[src/rtl/uart_tx_even_parity.sv]
// Even-parity UART transmitter: start bit, 8 data bits LSB first, parity, STOP_BITS stop bits; registered outputs.
// The line drops 1 cycle after accept; TX_READY is high only in IDLE, so a producer stalls for the whole frame.
module uart_tx_even_parity #(
  parameter int CLK_HZ       = 50000000,
  parameter int BAUD         = 9600,
  parameter int CLKS_PER_BIT = CLK_HZ / BAUD,
  parameter int STOP_BITS    = 1
) (
  input  logic       CLK50MHz,
  input  logic       RESET,
  input  logic [7:0] TX_DATA,
  input  logic       TX_VALID,
  output logic       TX_READY,
  output logic       TX,
  output logic       BUSY,
  output logic       DONE
);

  localparam int               CNT_W    = (CLKS_PER_BIT > 1) ? $clog2(CLKS_PER_BIT) : 1;
  localparam logic [CNT_W-1:0] CNT_LAST = CNT_W'(CLKS_PER_BIT - 1);

  typedef enum logic [2:0] {
    S_IDLE   = 3'd0,
    S_START  = 3'd1,
    S_DATA   = 3'd2,
    S_PARITY = 3'd3,
    S_STOP   = 3'd4
  } state_t;

  state_t           state_q, state_d;
  logic [CNT_W-1:0] cnt_q, cnt_d;
  logic [2:0]       idx_q, idx_d;
  logic             stop_q, stop_d;
  logic [7:0]       shift_q, shift_d;
  logic             parity_q, parity_d;
  logic             tx_q, tx_d;
  logic             ready_q, ready_d;
  logic             busy_q, busy_d;
  logic             done_q, done_d;
  logic             bit_end;
  logic             last_stop_d;

  always_comb begin
    state_d     = state_q;
    cnt_d       = cnt_q;
    idx_d       = idx_q;
    stop_d      = stop_q;
    shift_d     = shift_q;
    parity_d    = parity_q;
    bit_end     = (cnt_q == CNT_LAST);
    last_stop_d = 1'b1;

    if (state_q != S_IDLE) begin
      cnt_d = bit_end ? '0 : cnt_q + 1'b1;
    end

    case (state_q)
      S_IDLE: begin
        if (TX_VALID && ready_q) begin
          state_d  = S_START;
          cnt_d    = '0;
          shift_d  = TX_DATA;
          parity_d = ^TX_DATA;
        end
      end
      S_START: begin
        if (bit_end) begin
          state_d = S_DATA;
          idx_d   = 3'd0;
        end
      end
      S_DATA: begin
        if (bit_end) begin
          if (idx_q == 3'd7) begin
            state_d = S_PARITY;
          end else begin
            idx_d = idx_q + 3'd1;
          end
        end
      end
      S_PARITY: begin
        if (bit_end) begin
          state_d = S_STOP;
          stop_d  = 1'b0;
        end
      end
      S_STOP: begin
        if (bit_end) begin
          if (STOP_BITS == 2 && !stop_q) begin
            stop_d = 1'b1;
          end else begin
            state_d = S_IDLE;
          end
        end
      end
      default: begin
        state_d = S_IDLE;
        cnt_d   = '0;
      end
    endcase

    // Outputs are derived from the next state so they line up with it once registered.
    if (STOP_BITS == 2) begin
      last_stop_d = stop_d;
    end

    case (state_d)
      S_START:  tx_d = 1'b0;
      S_DATA:   tx_d = shift_d[idx_d];
      S_PARITY: tx_d = parity_d;
      default:  tx_d = 1'b1;
    endcase

    ready_d = (state_d == S_IDLE);
    busy_d  = (state_d != S_IDLE);
    done_d  = (state_d == S_STOP) && last_stop_d && (cnt_d == CNT_LAST);
  end

  always_ff @(posedge CLK50MHz or negedge RESET) begin
    if (!RESET) begin
      state_q  <= S_IDLE;
      cnt_q    <= '0;
      idx_q    <= 3'd0;
      stop_q   <= 1'b0;
      shift_q  <= 8'd0;
      parity_q <= 1'b0;
      tx_q     <= 1'b1;
      ready_q  <= 1'b1;
      busy_q   <= 1'b0;
      done_q   <= 1'b0;
    end else begin
      state_q  <= state_d;
      cnt_q    <= cnt_d;
      idx_q    <= idx_d;
      stop_q   <= stop_d;
      shift_q  <= shift_d;
      parity_q <= parity_d;
      tx_q     <= tx_d;
      ready_q  <= ready_d;
      busy_q   <= busy_d;
      done_q   <= done_d;
    end
  end

  assign TX       = tx_q;
  assign TX_READY = ready_q;
  assign BUSY     = busy_q;
  assign DONE     = done_q;

endmodule

[config.mk]
export PLATFORM = sky130hd
export DESIGN_NAME = uart_tx_even_parity
export DESIGN_NICKNAME = d
export VERILOG_FILES = /design/src/rtl/uart_tx_even_parity.sv
export SDC_FILE = /design/constraint.sdc
export NUM_CORES = 1
export LEC_CHECK = 0
export CAP_MARGIN = 20
export CORE_MARGIN = 4
export CORE_UTILIZATION = 55
export DETAILED_ROUTE_END_ITERATION = 7
export PLACE_DENSITY = 0.78
export SLEW_MARGIN = 5
export SYNTH_ARGS = -nofsm -noshare
export SYNTH_HDL_FRONTEND = slang
export SYNTH_SLANG_ARGS = --single-unit
[constraint.sdc]
create_clock -name CLK50MHz -period 4.25 [get_ports CLK50MHz]
set_input_delay 0.425 -clock CLK50MHz [delete_from_list [all_inputs] [get_ports CLK50MHz]]
set_output_delay 0.425 -clock CLK50MHz [all_outputs]
set_load 0.03 [all_outputs]
==> impl_metrics.env <==
export IMPL_clkSlewWorstSetupHoldPaths_ps=110
export IMPL_synthTopCellsByArea="dfrtp_1, xnor2_1, mux2_2"
export IMPL_met2WireLength_um=1830
export IMPL_irDropWorstVdd_mv=0.2402
export IMPL_synthFlopType="dfrtp_1"
export IMPL_drtIter0Drc=101
export IMPL_criticalPathCategory="reg -> reg"
export IMPL_setup_viol=0
export IMPL_htree_levels=2
export IMPL_finalSetupTns_ps=0
export IMPL_timing_final_crit_share_pct=60.42
export IMPL_synth_top_family_by_area="simple AND/OR/NAND/NOR gates"
export IMPL_drt_pass1_iterations=4
export IMPL_grt_use_total_pct=20.27
export IMPL_rsz0062_at_grt="no"
export IMPL_placed_area_um2=2008
export IMPL_die_area_um2=4354
export IMPL_synth_top_cells_by_count="dfrtp_1, nand2_1, nor2_1"
export IMPL_ys_types=48
export IMPL_postLayoutCellArea_um2=2103
export IMPL_synth_most_common_cell="dfrtp_1"
export IMPL_synth_compound_area_share_pct=10.22
export IMPL_maxCapViolCount=0
export IMPL_overflow=0
export IMPL_drive_gt1_share_pct=16.58
export IMPL_post_cts_resized=0
export IMPL_maxSlewHeadroom_pct=57.73
export IMPL_fp_dieW_um=65.99
export IMPL_postCtsSetupBuffers=0
export IMPL_hold_buffers=0
export IMPL_area_growth_pct=13.73
export IMPL_dp_hpwl_um=2822
export IMPL_ant_nets=0
export IMPL_ys_seq_elements=32
export IMPL_synthMuxAreaShare_pct=6.495
export IMPL_endpoint_kind="register"
export IMPL_die_h_um=65.99
export IMPL_crit_fanout=8
export IMPL_nets=211
export IMPL_cts_buffers=5
export IMPL_clock_skew_ps=17.28
export IMPL_leakage_nw=0.9116
export IMPL_synthAdderAreaFrac_pct=1.353
export IMPL_first_global_vias=1379
export IMPL_status="finished clean"
export IMPL_syn_area_um2=1849
export IMPL_stdcell_count=243
export IMPL_fmax_mhz=389.4
export IMPL_gp_congestion=0.8768
export IMPL_routed_top_layer="met4"
export IMPL_start_util_pct=59.12
export IMPL_worst_pin_slew_ps=626.1
export IMPL_cts_tree="done"
export IMPL_drc=0
export IMPL_grt_max_degree=33
export IMPL_grt_pass1_wl_um=6555
export IMPL_rows=20
export IMPL_synthSimpleGateAreaFrac_pct=24.83
export IMPL_vias_per_cell=5.819
export IMPL_synth_top_area_share_pct=40.60
export IMPL_vias=1414
export IMPL_io_buffers=14
export IMPL_cts_root_buf="clkbuf_4"
export IMPL_finalHoldViolations=0
export IMPL_required_ps=4510
export IMPL_synth_largest_area_cell="dfrtp_1"
export IMPL_layout_min_cycle_time_ps=2568
export IMPL_synth_cells=183
export IMPL_core_area_um2=3128
export IMPL_num_antenna_cells=0
export IMPL_syn_avg_cell_area_um2=10.11
export IMPL_met3_length_um=227
export IMPL_crit_arrival_ps=2830
export IMPL_synth_nets=196
export IMPL_ys_warn_count=0
export IMPL_yosys_area_share_xor_xnor_pct=9.472
export IMPL_antenna_found_initial=0
export IMPL_ios=15
export IMPL_slew_violations=0
export IMPL_yosysSeqAreaShare_pct=43.44
export IMPL_cts_sinks=32
export IMPL_p_per_area_nw_per_um2=504.7
export IMPL_routedWlPerCell_um=15.95
export IMPL_worst_setup_path_start_kind="register"
export IMPL_clock_latency_ps=340
export IMPL_clk_path_buf_depth=2
export IMPL_synth_edff_count=0
export IMPL_async_reset_ff_share_pct=100.0
export IMPL_drt_met1_wl_um=1750
export IMPL_dp_cells=235
export IMPL_drt_total_wl_um=3877
export IMPL_hold_path_class="in -> async"
[sequential cells by signal (all words and copies together), names as in the netlist]
| signal | count |
|---|---|
| TX_READY | 1 |
| TX | 1 |
| cnt_q | 13 |
| shift_q | 8 |
| idx_q | 3 |
| BUSY | 1 |
| parity_q | 1 |
| state_q | 3 |
| DONE | 1 |
[path summary, 6_finish.rpt]
path | start | to | slack, ps | cells past startpoint
min in group CLK50MHz | shift_q[0] | shift_q[0] | 510 | 1
max in group asynchronous | RESET | TX | 3470 | 2
setup reg to reg | cnt_q[7] | TX | 1680 | 7
hold / removal | RESET | DONE | 450 | 2
setup / recovery | cnt_q[7] | TX | 1680 | 7
hold reg to reg | shift_q[0] | shift_q[0] | 510 | 1
[cells in the final DEF, fill, tap and decap left out, drive strengths merged, types with 2 or more instances in the layout]
cell type,count
dfrtp,30
nor2,17
nand2,15
clkdlybuf4s50,14
xnor2,12
inv,9
xor2,8
mux2,8
a21oi,8
nand4,7
clkbuf,7
o21ai,6
or3,5
a31oi,5
nor3,4
and3,4
nor4,4
nand3,3
nand3b,3
mux2i,3
or2,3
dfstp,2
o21bai,2
ha,2
nand4bb,2
[area by class of cell]
| type | count | area (um2) |
|---|---|---|
| Clock buffer | 7 | 65.06 |
| Clock inverter | 1 | 30.03 |
| Fill cell | 251 | 1025 |
| Inverter | 9 | 33.78 |
| Multi-Input combinational cell | 135 | 968.4 |
| Sequential cell | 32 | 803.3 |
| Tap cell | 44 | 55.05 |
| Timing Repair Buffer | 15 | 147.6 |
[stage by stage]
stage / power [W] / worst slack, ps / utilization [%] / hold slack (ps)
6_report: 0.001061 / 1682 / 67.24 / 454.9
5_1_grt: 0.001125 / 1572 / 67.24 / 483.4
4_1_cts: 0.001062 / 1691 / 67.24 / 470.7
3_5_place_dp: 0.0007938 / 1735 / 64.20 / 486.0
3_3_place_gp: 0.0007777 / 1789 / 64.20 / 484.7
2_1_floorplan: 0.0007198 / 1844 / - / 129.4
[report_power, final]
part	internal [W]	switching (W)	leakage, nW
Sequential	0.000389	0.000102	0.394
Clock	0.000156	0.000111	0.0515
Combinational	0.000147	0.000157	0.466
Total	0.000692	0.000370	0.912
[routing by layer]
| metal | global-route usage (%) | up-vias |
|---|---|---|
| li1 | - | 679 |
| met1 | 26.49 | 679 |
| met2 | 32.04 | 48 |
| met3 | 4.422 | 8 |
| met4 | 9.137 | 0 |
| met5 | 0 | - |
[cell families (layout without fill, tap and decap cells)]
logic type                 count (synthesis)  in the layout
DFF                                       32             32
and+or+nand+nor                           74             74
muxes                                     11             11
AOI/OAI and AO/OA                         28             28
buffers and inverters                     16             32
xor gates and xnor gates                  20             20
adders and majority gates                  2              2
[critical path, cell delays in order (launching register included)]
cell and delay, ps:
dfrtp_1 470, or4b_4 590, nor4_4 400, and4_2 350, nor2_4 60, mux2i_1 130
or2_1 220, a311oi_2 260
(Power assumes the default switching activity.)
